==> src/rtl/tick_sel_divider.sv <==
// rtl/tick_sel_divider.sv - selectable-rate tick divider with filtered switch select
// Rate changes take effect only at a terminal count, so every period is whole.
module tick_sel_divider #(
    parameter int N_SEL = 4,
    parameter int SEL_W = 2,
    // 29 bits so the 6 s period (300M cycles at 50 MHz) fits without truncation
    parameter int CNT_W = 29,
    parameter logic [N_SEL*CNT_W-1:0] DIVS = {29'd300000000, 29'd100000000,
                                              29'd50000000,  29'd25000000},
    parameter int STABLE_CYC = 16
) (
    input  logic             clk,
    input  logic             rst_n,
    input  logic             en,
    input  logic [SEL_W-1:0] sel_in,
    output logic             tick,
    output logic             sq_out,
    output logic [SEL_W-1:0] active_sel,
    output logic             switch_pending
);

    localparam int STAB_W = $clog2(STABLE_CYC + 1);
    localparam logic [STAB_W-1:0] STAB_MAX  = STAB_W'(STABLE_CYC);
    localparam logic [STAB_W-1:0] STAB_LAST = STAB_W'(STABLE_CYC - 1);

    logic [SEL_W-1:0] sync_a;
    logic [SEL_W-1:0] sel_sync;
    logic [SEL_W-1:0] sel_prev;
    logic [STAB_W-1:0] stab;
    logic [SEL_W-1:0] pending_sel;
    logic [CNT_W-1:0] cnt;

    logic [CNT_W-1:0] div_tab [N_SEL];
    logic [CNT_W-1:0] term_val;
    logic             sel_valid;
    logic             stab_eq;
    logic             accept;
    logic             terminal;
    logic [SEL_W-1:0] pending_nx;
    logic [SEL_W-1:0] active_nx;

    for (genvar i = 0; i < N_SEL; i++) begin : g_div
        assign div_tab[i] = DIVS[i*CNT_W +: CNT_W];
    end

    // Codes beyond the last rate only exist when N_SEL is not a power of two
    if ((1 << SEL_W) == N_SEL) begin : g_full
        assign sel_valid = 1'b1;
    end else begin : g_part
        assign sel_valid = (int'(sel_sync) < N_SEL);
    end

    always_comb begin
        term_val   = div_tab[active_sel] - CNT_W'(1);
        stab_eq    = (sel_sync == sel_prev);
        accept     = stab_eq && (stab == STAB_LAST) && sel_valid;
        terminal   = en && (cnt == term_val);
        pending_nx = pending_sel;
        active_nx  = active_sel;
        if (accept) begin
            pending_nx = sel_sync;
        end
        // The boundary applies the pending value held before this edge, so a
        // same-cycle acceptance waits for the following boundary.
        if (terminal) begin
            active_nx = pending_sel;
        end
    end

    always_ff @(posedge clk or negedge rst_n) begin
        if (!rst_n) begin
            sync_a         <= '0;
            sel_sync       <= '0;
            sel_prev       <= '0;
            stab           <= '0;
            pending_sel    <= '0;
            active_sel     <= '0;
            switch_pending <= 1'b0;
            cnt            <= '0;
            tick           <= 1'b0;
            sq_out         <= 1'b0;
        end else begin
            sync_a   <= sel_in;
            sel_sync <= sync_a;
            sel_prev <= sel_sync;
            if (!stab_eq) begin
                stab <= '0;
            end else if (stab != STAB_MAX) begin
                stab <= stab + STAB_W'(1);
            end
            pending_sel    <= pending_nx;
            active_sel     <= active_nx;
            switch_pending <= (pending_nx != active_nx);
            tick           <= terminal;
            if (terminal) begin
                cnt    <= '0;
                sq_out <= ~sq_out;
            end else if (en) begin
                cnt <= cnt + CNT_W'(1);
            end
        end
    end

endmodule

==> config.mk <==
export PLATFORM = sky130hd
export DESIGN_NAME = tick_sel_divider
export DESIGN_NICKNAME = d
export VERILOG_FILES = /design/src/rtl/tick_sel_divider.sv
export SDC_FILE = /design/constraint.sdc
export NUM_CORES = 1
export LEC_CHECK = 0
export BUFFER_PORTS_ARGS = -buffer_cell sky130_fd_sc_hd__buf_4
export CAP_MARGIN = 20
export CORE_ASPECT_RATIO = 0.9
export CORE_MARGIN = 2
export CORE_UTILIZATION = 34
export CTS_CLUSTER_SIZE = 20
export DETAILED_ROUTE_END_ITERATION = 8
export SYNTH_ARGS = -nofsm -noshare
export SYNTH_HDL_FRONTEND = slang
export SYNTH_SLANG_ARGS = --single-unit
==> constraint.sdc <==
create_clock -name clk -period 3.82 [get_ports clk]
set_input_delay 0.573 -clock clk [delete_from_list [all_inputs] [get_ports clk]]
set_output_delay 0.573 -clock clk [all_outputs]
set_load 0.005 [all_outputs]
* Yosys cells after proc, flatten, opt, wreduce, memory -nomap -nowiden
Cells that the tools add are included.
Word-level totals: bits in registers 47, input bits 5, output and inout port bits 5, logic and storage cells 34
Cells by class: add/sub/neg operators 3, $lt $le $gt $ge 1, equality and inequality tests 6, muxes and demuxes 9, bitwise gates (word level) 2, reductions and logical operators 3
Operators with widths (count):
- 29-bit two-way mux | 4
- 29-bit binary-select mux with 2-bit select | 1
- 29-bit by 1-bit adder with 29-bit output, second input constant | 1
- 29-bit == test | 1
- 29-bit by 1-bit subtractor with 29-bit output, second input constant | 1
- 5-bit two-way mux | 2
- 5-bit by 1-bit adder with 5-bit output, second input constant | 1
- 5-bit by 4-bit == test with 1-bit output, second input constant | 1
- 5-bit inequality test, second input constant | 1
- 2-bit two-way mux | 2
- 3-bit greater-or-equal comparator, second input constant | 1
- 2-bit NOT with 3-bit output | 1
- 2-bit == test | 1
- 1-bit logical AND | 2
- 2-bit by 1-bit inequality test with 1-bit output, second input constant | 1
- 2-bit inequality test | 1
- 2-bit nonzero test | 1
- 1-bit NOT | 1

* Logic depth before layout (Yosys ltp)
depth in word-level cells 9, gate-level depth with buffers 8, mapped depth without buffers 8

* Worst setup path after synthesis
OpenSTA, ideal clock, no wires.
path kind flip-flop to flip-flop, from register cnt[8], to register switch_pending, setup time 0.137 ns, data arrival time 1.843 ns, required time 3.683 ns, path slack 1.840 ns, cell stages (with the launch flop) 6, path buffers 0, clock period less this slack 1.980 ns, cells stage by stage dfrtp_1 > or4_4 > a2111oi_4 > and4b_1 > mux2i_1 > o32ai_2
Between the ends: word-level cells in the longest chain between the ends 4
Ends and longest elaborated chain:
- from (decl) | RTL line 31 | logic [CNT_W-1:0] cnt;
- from (signal assigned) | RTL line 99 | cnt <= cnt + CNT_W'(1);
- 29-bit == test | RTL line 57 | terminal = en && (cnt == term_val);
- 1-bit logical AND | RTL line 57
- 2-bit two-way mux | RTL line 65 | if (terminal) begin
- 2-bit inequality test | RTL line 93 | switch_pending <= (pending_nx != active_nx);
- to (signal assigned) | RTL line 93
- to (decl) | RTL line 19 | output logic switch_pending
Every way passes these cells. A chain may end at the register's enable or synchronous reset.

* Worst setup path after layout
from register active_sel[1], to register cnt[0]
Between the ends: word-level cells in the longest chain between the ends 8, elaborated cells between the ends (all ways) 9, those cells by class add/sub (1); eq/ne (1); mux (4); bitwise (1); reduce/logical (2)
Ends and longest elaborated chain:
- from (decl) | RTL line 18 | output logic [SEL_W-1:0] active_sel,
- from (signal assigned) | RTL line 92 | active_sel <= active_nx;
- 2-bit NOT with 3-bit output (implied by the code) * | RTL line 54 | term_val = div_tab[active_sel] - CNT_W'(1);
- 29-bit binary-select mux with 2-bit select * | RTL line 54
- 29-bit two-way mux (implied by the code) * (2 in series) | RTL line 54
- 29-bit by 1-bit subtractor with 29-bit output * | RTL line 54
- 29-bit == test * | RTL line 57
- 1-bit logical AND * | RTL line 57
- 29-bit two-way mux or 2-bit nonzero test (tied branches)
Mark *: on every way between the ends. The rest lies on a longest branch, timed or not. The select of a mux whose other input is x is not followed.

==> results.cfg <==
[setup_path]
startpoint_type = register
cp_max_fo = 17
r2r_cells = 7
cp-end-kind = register
cp.arrival_ns = 3.04
critical_path_class = reg2reg
cp.required_ns = 4.02

[detailed_routing]
postRouteAntennaNets = 0
post-route-drc-count = 0
wl_met1_mm = 2.29
dr.first_iter.drc_count = 94
wirelength_mm = 4.47
dr.pass1.iters = 4
dr_wl_met3_um = 127
vias = 1664
avgRoutedWirePerCell_um = 13.3
top_layer_used = met4
wl_met2_mm = 1.96
viasPerCell = 4.94

[synth]
synth-seq-cells = 47
async_flop_share_pct = 100
synth_ff_type = dfrtp_1
syn_nets = 243
synth_area_um2 = 2440
synth_edf_count = 0
yosysSeqAreaShare_pct = 48.3
syn_avg_cell_area_um2 = 10.4
synth_cell_type_count = 50
yosys_warnings = 0
synth_cells = 234

[power_and_ir_drop]
ir_worst_vdd_uv = 224
p_leak_uw = 0.00115
power.density_nw_per_um2 = 359
p_total_uw = 957

[timing]
min_period_ns = 2.85
setup_viol = 0
clock_skew_ns = 0.00881
worst_pin_slew_ns = 0.794
setup_tns_ns = 0
timing.slew.headroom_pct = 46.3
post-route-period-util_pct = 74.5
rsz0062_at_grt = false
slew_violations = 0
fmax_mhz = 351
hold_violations = 0

[grt]
grt-ovfl-total = 0
antenna_found_initial = 0
grt_pass1_vias = 1631
grt_pass1_wl_mm = 7.92
grt_max_degree = 48
track_usage_pct = 12.8

[layout]
syn_to_final_growth_pct = 9.34
fillerInstances = 691
diodes = 0
multi_input_area_um2 = 1160
fin_nets = 252
stdcell_count = 337
seq_area_um2 = 1180
drive_gt1_share_pct = 10.7

[clocking]
numCtsBuffers = 5
cts.sinks = 47
ctsHoldBuffers = 0
clockBufferDepth = 2
cts_resized = 0
clkTransAtPathRegs_ns = 0.10
worstSkewPairLatency_ns = 0.31
cts_root_buf = clkbuf_8
cts_setup_buffers = 0
cts_tree = done
h-tree-depth = 2

[place]
dp.cells = 329
io_buffer_count = 9
dpl.hpwl_mm = 3.13
gp_congestion = 0.831

[floorplanning]
die_w_um = 93.2
start_util_pct = 34.8
coreArea_um2 = 7000
die_h_um = 84.3
io_pins = 10
dieArea_um2 = 7860
rows = 29

[run_status]
status = finished clean

[worst_hold_path]
hold_path_class = in2async

[flow_run]
drv_cap = 0
==> worst max-delay path: stages, from the launching register on <==
cell	delay [ns]
dfrtp_1	0.61
o21ba_1	0.20
a2111oi_0	0.59
or2_1	0.22
and4_1	0.59
buf_4	0.32
nand3b_1	0.13
o21ai_1	0.06
==> logic make-up (layout without fill, tap and decap cells) <==
kind of cell,count (synthesis),count (layout),synth area share (%)
buf+inv,19,29,4.00
flops,47,47,48.3
fa+ha+maj,4,4,2.05
xor+xnor,35,35,12.6
mux,3,3,1.28
simple gates,101,101,22.8
compound gates,25,25,8.98
==> synthesized netlist by cell type, types with 2 or more instances <==
master	instances	area, µm²
dfrtp_1	47	1180
nor2_1	34	128
xnor2_1	19	166
xor2_1	16	140
nand2_1	15	56.3
nand3_1	14	70.1
inv_1	11	41.3
nand4_1	10	62.6
and3_1	4	25.0
ha_1	4	50.1
a211oi_1	3	22.5
a21oi_1	3	15.0
and4_1	3	26.3
buf_2	3	15.0
a21o_1	2	15.0
a41oi_1	2	17.5
and4b_1	2	20.0
buf_4	2	15.0
buf_6	2	22.5
mux2i_1	2	20.0
nand2b_1	2	12.5
nand3b_1	2	15.0
nor3_1	2	10.0
nor4_4	2	42.5
nor4b_1	2	17.5
o211ai_1	2	15.0
==> worst paths after layout <==
check / start / slack (ns) / endpoint
worst max-delay path: active_sel[1]$_DFF_PN0_ / 0.97 / cnt[0]$_DFFE_PN0P_
worst min-delay path: rst_n / 0.27 / cnt[2]$_DFFE_PN0P_
worst max register to register: active_sel[1]$_DFF_PN0_ / 0.97 / cnt[0]$_DFFE_PN0P_
worst min register to register: sync_a[0]$_DFF_PN0_ / 0.35 / sel_sync[0]$_DFF_PN0_
max in group asynchronous: rst_n / 3.15 / cnt[28]$_DFFE_PN0P_
min in group clk: sync_a[0]$_DFF_PN0_ / 0.35 / sel_sync[0]$_DFF_PN0_
==> area by class of cell <==
class | count | share of cell area (%)
flip-flops and latches | 47 | 44.1
multi-input cells | 168 | 43.7
well taps | 93 | 4.37
repair buffers | 10 | 2.82
clock buffers | 5 | 2.58
inverters | 11 | 1.55
clock inverters | 3 | 0.892
==> metal layers <==
layer	vias to the layer above	global-route usage [%]
li1	833	-
met1	808	18.8
met2	15	18.1
met3	8	2.51
met4	0	6.02
met5	-	0
==> sequential cells by signal, indices dropped and copies added, names as in the netlist <==
name,cells
cnt,29
stab,5
active_sel,2
pending_sel,2
sel_prev,2
sel_sync,2
sync_a,2
sq_out,1
switch_pending,1
tick,1
==> report_power, final <==
part / total (µW) / switching (µW) / internal, µW / leakage (µW)
clock network: 311 / 180 / 131 / 0.0000408
logic: 77.2 / 41.0 / 36.2 / 0.000502
registers: 569 / 38.2 / 530 / 0.000606
total: 957 / 259 / 698 / 0.00115
==> through the flow <==
step / hold slack, ns / instance area, µm² / setup slack, ns / utilization [%]
3_3_place_gp: 0.335 / 2570 / 1.15 / 36.7
3_5_place_dp: 0.340 / 2570 / 1.07 / 36.7
5_1_grt: 0.310 / 2670 / 0.736 / 38.1
2_1_floorplan: 0.277 / 2440 / 1.84 / -
4_1_cts: 0.288 / 2670 / 1.02 / 38.1
6_report: 0.267 / 2670 / 0.974 / 38.1
==> cell usage in the layout, fill, tap and decap left out, drive strengths merged, types with 3 or more instances in the layout <==
cell type and n:
dfrtp 47, nor2 34, xnor2 19, xor2 16, nand2 15, nand3 14
inv 12, nand4 10, buf 10, clkbuf 5, and3 4, ha 4
a21oi 3, and4 3, a211oi 3, nor4 3
No activity file was read; power rests on OpenSTA's default activity.
